File: src/rtl/chip_pkg.sv
// Shared encodings for the instruction/data memory arbiter: FSM states, transaction owner, counter width.
package chip_pkg;

  typedef enum logic [1:0] {
    IDLE    = 2'd0,
    BUSY_IF = 2'd1,
    BUSY_DM = 2'd2
  } arb_state_e;

  typedef enum logic {
    OWN_IF = 1'b0,
    OWN_DM = 1'b1
  } owner_e;

  localparam int STARVE_CNT_W = 4;

endpackage

File: src/rtl/arb_starve_cnt.sv
// Counts data grants issued while fetch is waiting; saturates at MAX_DATA_BURST.
// sat_o is registered state, so it affects arbitration from the cycle after the count is reached.
module arb_starve_cnt
  import chip_pkg::*;
#(
  parameter int MAX_DATA_BURST = 4
) (
  input  logic                    clk_i,
  input  logic                    rst_i,
  input  logic                    if_req_i,
  input  logic                    if_gnt_i,
  input  logic                    dm_gnt_i,
  output logic [STARVE_CNT_W-1:0] cnt_o,
  output logic                    sat_o
);

  localparam logic [STARVE_CNT_W-1:0] MAX_C = STARVE_CNT_W'(MAX_DATA_BURST);

  logic [STARVE_CNT_W-1:0] cnt_q, cnt_d;

  always_comb begin
    cnt_d = cnt_q;
    if (if_gnt_i || !if_req_i) begin
      cnt_d = '0;
    end else if (dm_gnt_i && (cnt_q < MAX_C)) begin
      cnt_d = cnt_q + STARVE_CNT_W'(1);
    end
  end

  always_ff @(posedge clk_i) begin
    if (rst_i) begin
      cnt_q <= '0;
    end else begin
      cnt_q <= cnt_d;
    end
  end

  assign cnt_o = cnt_q;
  assign sat_o = (cnt_q == MAX_C);

endmodule

File: src/rtl/mem_arbiter.sv
// Arbitrates fetch and load/store ports onto one single-outstanding memory port.
// Grant is combinational in IDLE; mem_req_o follows one cycle later; rvalid pulses the cycle after mem_ready_i.
module mem_arbiter
  import chip_pkg::*;
#(
  parameter int MAX_DATA_BURST = 4
) (
  input  logic        clk_i,
  input  logic        rst_i,
  input  logic        if_req_i,
  input  logic [31:0] if_addr_i,
  output logic        if_gnt_o,
  output logic        if_rvalid_o,
  output logic [31:0] if_rdata_o,
  input  logic        dm_req_i,
  input  logic        dm_we_i,
  input  logic [31:0] dm_addr_i,
  input  logic [31:0] dm_wdata_i,
  input  logic [3:0]  dm_be_i,
  output logic        dm_gnt_o,
  output logic        dm_rvalid_o,
  output logic [31:0] dm_rdata_o,
  output logic        mem_req_o,
  output logic        mem_we_o,
  output logic [31:0] mem_addr_o,
  output logic [31:0] mem_wdata_o,
  output logic [3:0]  mem_be_o,
  input  logic        mem_ready_i,
  input  logic [31:0] mem_rdata_i
);

  arb_state_e  state_q, state_d;
  owner_e      owner_q, owner_d;
  logic        mem_req_q, mem_req_d;
  logic        mem_we_q, mem_we_d;
  logic [31:0] mem_addr_q, mem_addr_d;
  logic [31:0] mem_wdata_q, mem_wdata_d;
  logic [3:0]  mem_be_q, mem_be_d;
  logic        if_rvalid_q, if_rvalid_d;
  logic        dm_rvalid_q, dm_rvalid_d;
  logic [31:0] if_rdata_q, if_rdata_d;
  logic [31:0] dm_rdata_q, dm_rdata_d;

  logic                    starve_sat;
  logic [STARVE_CNT_W-1:0] starve_cnt;

  arb_starve_cnt #(
    .MAX_DATA_BURST(MAX_DATA_BURST)
  ) u_starve_cnt (
    .clk_i    (clk_i),
    .rst_i    (rst_i),
    .if_req_i (if_req_i),
    .if_gnt_i (if_gnt_o),
    .dm_gnt_i (dm_gnt_o),
    .cnt_o    (starve_cnt),
    .sat_o    (starve_sat)
  );

  always_comb begin
    state_d     = state_q;
    owner_d     = owner_q;
    mem_req_d   = mem_req_q;
    mem_we_d    = mem_we_q;
    mem_addr_d  = mem_addr_q;
    mem_wdata_d = mem_wdata_q;
    mem_be_d    = mem_be_q;
    if_rdata_d  = if_rdata_q;
    dm_rdata_d  = dm_rdata_q;
    if_rvalid_d = 1'b0;
    dm_rvalid_d = 1'b0;
    if_gnt_o    = 1'b0;
    dm_gnt_o    = 1'b0;

    case (state_q)
      IDLE: begin
        // Data wins unless fetch has already waited out a full burst.
        if (!rst_i) begin
          if (dm_req_i && !(starve_sat && if_req_i)) begin
            dm_gnt_o = 1'b1;
          end else if (if_req_i) begin
            if_gnt_o = 1'b1;
          end
        end
        if (dm_gnt_o) begin
          state_d     = BUSY_DM;
          owner_d     = OWN_DM;
          mem_req_d   = 1'b1;
          mem_we_d    = dm_we_i;
          mem_addr_d  = dm_addr_i;
          mem_wdata_d = dm_wdata_i;
          mem_be_d    = dm_be_i;
        end else if (if_gnt_o) begin
          state_d     = BUSY_IF;
          owner_d     = OWN_IF;
          mem_req_d   = 1'b1;
          mem_we_d    = 1'b0;
          mem_addr_d  = if_addr_i;
          mem_wdata_d = '0;
          mem_be_d    = 4'hF;
        end
      end
      BUSY_IF, BUSY_DM: begin
        if (mem_ready_i) begin
          state_d   = IDLE;
          mem_req_d = 1'b0;
          if (owner_q == OWN_IF) begin
            if_rvalid_d = 1'b1;
            if_rdata_d  = mem_rdata_i;
          end else begin
            dm_rvalid_d = 1'b1;
            if (!mem_we_q) begin
              dm_rdata_d = mem_rdata_i;
            end
          end
        end
      end
      default: begin
        state_d   = IDLE;
        mem_req_d = 1'b0;
      end
    endcase
  end

  always_ff @(posedge clk_i) begin
    if (rst_i) begin
      state_q     <= IDLE;
      owner_q     <= OWN_IF;
      mem_req_q   <= 1'b0;
      mem_we_q    <= 1'b0;
      mem_addr_q  <= '0;
      mem_wdata_q <= '0;
      mem_be_q    <= '0;
      if_rvalid_q <= 1'b0;
      dm_rvalid_q <= 1'b0;
      if_rdata_q  <= '0;
      dm_rdata_q  <= '0;
    end else begin
      state_q     <= state_d;
      owner_q     <= owner_d;
      mem_req_q   <= mem_req_d;
      mem_we_q    <= mem_we_d;
      mem_addr_q  <= mem_addr_d;
      mem_wdata_q <= mem_wdata_d;
      mem_be_q    <= mem_be_d;
      if_rvalid_q <= if_rvalid_d;
      dm_rvalid_q <= dm_rvalid_d;
      if_rdata_q  <= if_rdata_d;
      dm_rdata_q  <= dm_rdata_d;
    end
  end

  assign mem_req_o   = mem_req_q;
  assign mem_we_o    = mem_we_q;
  assign mem_addr_o  = mem_addr_q;
  assign mem_wdata_o = mem_wdata_q;
  assign mem_be_o    = mem_be_q;
  assign if_rvalid_o = if_rvalid_q;
  assign dm_rvalid_o = dm_rvalid_q;
  assign if_rdata_o  = if_rdata_q;
  assign dm_rdata_o  = dm_rdata_q;

endmodule
File: config.mk
export PLATFORM = sky130hd
export DESIGN_NAME = mem_arbiter
export DESIGN_NICKNAME = d
export VERILOG_FILES = /design/src/rtl/chip_pkg.sv /design/src/rtl/arb_starve_cnt.sv /design/src/rtl/mem_arbiter.sv
export SDC_FILE = /design/constraint.sdc
export NUM_CORES = 1
export LEC_CHECK = 0
export ABC_AREA = 1
export ABC_CLOCK_PERIOD_IN_PS = 2100
export CORE_MARGIN = 4
export CORE_UTILIZATION = 41
export DETAILED_ROUTE_END_ITERATION = 10
export GPL_ROUTABILITY_DRIVEN = 0
export PLACE_DENSITY = 0.87
export SLEW_MARGIN = 30
export SYNTH_ARGS = -nofsm -noshare
export SYNTH_HDL_FRONTEND = slang
export SYNTH_SLANG_ARGS = --single-unit
File: constraint.sdc
create_clock -name clk_i -period 2.1 [get_ports clk_i]
set_input_delay 0.315 -clock clk_i [delete_from_list [all_inputs] [get_ports clk_i]]
set_output_delay 0.315 -clock clk_i [all_outputs]
set_load 0.01 [all_outputs]
# Word level (Yosys, flattened, before mapping)
# Cells that the tools add are included.
# op_classes
n_addsub	1
multipliers	0
div_mod_pow	0
order_cmp	1
eq_ne	5
shift	0
muxes	28
bitwise	4
n_reduce_logical	15
# op_table
op	count
$mux W32	4
$mux W1	17
$mux W4	2
$mux W2	3
$add A4 B1 Y4 const B	1
$eq A4 B3 Y1 const B	1
$lt A4 B3 Y1 const B	1
$not A1 Y1	4
$pmux W2 S2	1
$reduce_and A2 Y1	2
$reduce_and A4 Y1	1
$reduce_or A2 Y1	2
$logic_and A1 B1 Y1	3
$ne A3 B3 Y1 const B	1
$reduce_and A3 Y1	1
$reduce_or A3 Y1	1
$eq A2 B1 Y1 const B	1
$eq A2 B2 Y1 const B	1
$logic_not A1 Y1	2
$logic_not A2 Y1	1
$ne A2 B2 Y1 const B	1
$pmux W1 S2	1
$reduce_bool A2 Y1	1
$logic_or A1 B1 Y1	1
# word_totals
ff_bits	143
latchBits	0
mem_bits_rw	0
rom_bits	0
output_inout_bits	138
wordCells	66
memories	0

# Logic depth before layout (Yosys ltp)
# logic_depth
ltp_word	10
ltp_mapped	12
depth_no_buf	11

# By module
# A second synthesis with hierarchy kept.
# hier_totals
hier_cells	750
hier_area_um2	5470.2
# by_module_without_submodules
module	n_inst	cells_each	area_each_um2
mem_arbiter	1	721	5252.5
arb_starve_cnt	1	29	217.7

# Worst setup path after synthesis
# OpenSTA, ideal clock, no wires.
# synth_timing
kind	register -> register
start	register state_q[0]
end	register if_rdata_q[10] (netlist: if_rdata_o[10])
setup_ns	0.116
t_arrival_ns	1.373
slack_ns	0.612
path_stages_with_launch	9
period_less_slack_ns	1.488
path_cell_list	dfxtp_1 > inv_1 > ha_1 > nand2_1 > nor2_1 > inv_1 > clkbuf_1 > nor2_1 > nor2_1
# synth_via
elab_chain_cells	3
# synth_lines
element	line	rtl
start: declaration	mem_arbiter.sv:32	arb_state_e state_q, state_d;
start signal: assignment	mem_arbiter.sv:138	state_q <= state_d;
$eq A2 B1 Y1 / $eq A2 B2 Y1 (equally long branches)	mem_arbiter.sv:74	case (state_q)
$reduce_or A2 Y1 *	mem_arbiter.sv:74	
$reduce_and A3 Y1 (no line) *	--	
end signal: assignment	mem_arbiter.sv:147	if_rdata_q <= if_rdata_d;
end: declaration	mem_arbiter.sv:41	logic [31:0] if_rdata_q, if_rdata_d;
# Every way passes the cells marked *; elsewhere a longest branch is shown, timed or not.
# A chain may end at the register's enable or synchronous reset.

# Worst setup path in the final report
# layout_timing
start	register u_starve_cnt.cnt_q[0] (netlist: u_starve_cnt.cnt_o[0])
end	output if_gnt_o
# layout_via
elab_chain_cells	8
# layout_lines
element	line	rtl
start: declaration	arb_starve_cnt.sv:19	logic [STARVE_CNT_W-1:0] cnt_q, cnt_d;
start signal: assignment	arb_starve_cnt.sv:34	cnt_q <= cnt_d;
$eq A4 B3 Y1	arb_starve_cnt.sv:39	assign sat_o = (cnt_q == MAX_C);
$logic_and A1 B1 Y1	mem_arbiter.sv:78	if (dm_req_i && !(starve_sat && if_req_i)) begin
$logic_not A1 Y1	mem_arbiter.sv:78	
$logic_and A1 B1 Y1	mem_arbiter.sv:78	
$mux W1	mem_arbiter.sv:78	
$mux W1	mem_arbiter.sv:77	if (!rst_i) begin
$mux W1 (2 in series)	mem_arbiter.sv:74	
end: declaration	mem_arbiter.sv:12	output logic if_gnt_o,
# Every way passes these cells. The select of a mux whose other input is x is not followed.

==> run metrics <==
WP buf/inv=2; Peak Freq=505.3 MHz; global-route wire length before repair=29210 um; largest area contributor in the netlist=dfxtp_1; Cell Pwr Density=789.1 mW/mm2; 1st-iter DRT viols=340; RSZ-0062 raised after global routing=false; Setup WS post-layout=0.1208 ns; final net count=1196; most frequent cells after synthesis=nor2_1 (213), nand2_1 (146), dfxtp_1 (143); Hold EP=u_starve_cnt.cnt_o[1]$_SDFFE_PP0P_; CP Launch Type=flip-flop; placed cells=1212; Post-Synthesis Cells=788; share of cells above drive strength 1=0.06086; post-DR vias/cell=4.793; Synth Net Count=929; reg-to-reg slack, setup=0.26 ns; max_slew headroom=0.4967; data arrival time of the worst path=1.66 ns; Area contributors post-synth=dfxtp_1 (51%), nor2_1 (14%), nand2_1 (9.7%); Avg Synthesized Cell Area=7.155 um2; met2 Usage GRT=0.3920; max cap viols=0; VDD IR-drop max=0.6307 mV; FF-to-FF End=mem_be_o[3]$_SDFFE_PP0P_; I/O pins=276; Adder-Cell Fraction of Synth Area=0.006658; met1 Track Usage GR=0.2493; CP peak stage delay=0.36 ns; n_diodes=0; CP max stage cell=dfxtp_1; CP cell instances=inv_1 > ha_1 > nand2_1 > nor2_1 > nor2_1 > nor3_1 > dlygate4sd2_1; worst slew pin tran=0.7550 ns; RR Startpoint=u_starve_cnt.cnt_o[0]$_SDFFE_PP0P_; Final Max Slew Viols=0; Num CTS Buffers=17; Clock transition at path regs=0.06 ns; drt wl/cell=14.54 um; postcts setup bufs=0; Leakage=3.822 nW; initial core utilization=0.4224; top_reg_cell synth=dfxtp_1; fin cells=1244; CTS root buffer=clkbuf_16; Reg2Reg Depth=11; sequential share of the synthesized area=0.5078; CTS Hold Bufs=0; min-delay worst type=primary input to flip-flop; WP data required=1.78 ns; drt pass-1 iters=4; CTS Buffer Depth=2; grt ovf=0; proportion of netlist area held by the largest area contributor=0.5078; final setup violation count=0; PortBufs=275; HP Start=rst_i; H-tree depth=4; Worst Path Max Fanout=3; min Tclk post-route=1.979 ns; GR Layer Usage met3=0.1006; Final Cycle Share=0.9425; Die H=125.3 um; CTS tree=done; global router's overall resource usage=0.2280; Post-CTS Resized=2; WL final=18080 um; status=finished clean; Area Growth Syn to Fin=62.34%; Routed Antenna Nets=0; routed vias=5962; most used cell along the critical path=nor2_1; DRC=0; WHS Path Cells=6; post-synthesis compound-gate area fraction=0.1272; Die Area=0.01569 mm2; core box area=0.01335 mm2; mux contribution to synthesized area=0; Fillers=1096; Synth warnings=0; Post-Syn Area=0.005638 mm2; count of final hold-check violations=0; library cells used by synthesis=21; kind of critical path=flip-flop to output pin; CTS sink cnt=143; Yosys reg bits=143; number of synthesized flops with an enable pin=0; asr flop ratio synth=0; initial antenna violation count=0; Die Wd=125.3 um; largest net degree at the start of global routing=70; most used routing layer=met2; XOR/XNOR Fraction of Synth Area=0; simple-gate share of the synthesized area=0.2812; pre-CTS WS=-0.03569 ns; largest family of logic cells by synthesized area=simple AND/OR/NAND/NOR gates; Top Family by Delay on Critical Path=flip-flops; Clock Skew=0.01186 ns; Worst Setup End Kind=output pin; top-count cell post-synth=nor2_1; Rows=42; vias in the first global route=5963; Detail Placement HPWL=13140 um; Skew-Pair Late Insertion Delay=0.42 ns
[cell families (layout without fill, tap and decap cells)]
group	Yosys count	after routing
adder cells (fa/ha/maj)	3	3
AO/OA/AOI/OAI	141	141
buffers and inverters	100	380
flip-flops	143	143
AND/OR/NAND/NOR	401	401
[cell type report]
type                    count  area [um2]  area share
flip-flops and latches    143        2863      0.3128
inverters                  50       192.7     0.02105
repair buffers            298        2952      0.3225
clock buffers              19       442.9     0.04839
well taps                 176       220.2     0.02406
multi-input cells         545        2342      0.2559
clock inverters            13       140.1     0.01531
[layer usage]
metal / vias to the layer above / wire (um) / share of wire
li1: 3006 / - / -
met1: 2700 / 7149 / 0.40
met2: 228 / 8776 / 0.49
met3: 28 / 1760 / 0.097
met4: 0 / 395 / 0.022
met5: - / 0 / 0
[stage by stage]
stage / power [W] / util / TNS, ns / instance area, um2 / hold WS, ns
after detailed placement: 0.004332 / 0.6425 / -0.03569 / 8576 / 0.4572
after CTS: 0.007292 / 0.6860 / 0 / 9156 / 0.3641
after floorplan: 0.003577 / - / 0 / 5638 / 0.4357
final: 0.007222 / 0.6857 / 0 / 9153 / 0.3829
after global routing: 0.007550 / 0.6857 / 0 / 9153 / 0.4029
after global placement: 0.004309 / 0.6425 / 0 / 8576 / 0.4541
[power by group]
part,switching [W],internal (W),leakage (nW)
clock,0.00117,0.00178,0.275
sequential,0.0000841,0.00289,1.17
combinational,0.000600,0.000697,2.38
total,0.00186,0.00537,3.82
[worst reg2reg max path: stages (launching register included)]
cell and delay [ns]:
dfxtp_1 0.36, inv_1 0.07, ha_1 0.19, nand2_1 0.09
inv_2 0.04, nand2_2 0.08, nand3_4 0.08, nor2_4 0.10
buf_4 0.35, inv_1 0.20, nor2_1 0.12, nor2_1 0.05
[worst max-delay path by stage]
stage / start / end / slack, ns / cells past startpoint
6_report: u_starve_cnt.cnt_o[0]$_SDFFE_PP0P_ / if_gnt_o / 0.12 / 7
5_1_grt: u_starve_cnt.cnt_o[0]$_SDFFE_PP0P_ / if_gnt_o / 0.03 / 7
4_1_cts: u_starve_cnt.cnt_o[0]$_SDFFE_PP0P_ / dm_gnt_o / 0.03 / 8
3_5_place_dp: if_req_i / if_gnt_o / -0.04 / 6
3_3_place_gp: if_req_i / if_gnt_o / 0.01 / 6
2_1_floorplan: state_q[0]$_SDFFE_PP0P_ / if_rdata_o[10]$_SDFFE_PP0P_ / 0.61 / 8
[state kept, by name, indices dropped and copies added (netlist names)]
name / flops
u_starve_cnt.cnt_o: 4
if_rvalid_o: 1
dm_rdata_o: 32
owner_q: 1
mem_wdata_o: 32
mem_be_o: 4
mem_addr_o: 32
dm_rvalid_o: 1
mem_we_o: 1
mem_req_o: 1
state_q: 2
if_rdata_o: 32
[layout by cell type, fill, tap and decap left out, types with 17 or more instances in the layout]
cell type	synthesis	final
o21ai_0	102	102
clkbuf_16	0	17
nand2_1	146	146
nand3_1	36	36
inv_1	47	47
nor2_1	213	212
buf_4	4	20
a21oi_1	38	38
dfxtp_1	143	143
clkdlybuf4s50_1	0	272
No activity file was read; power rests on OpenSTA's default activity.
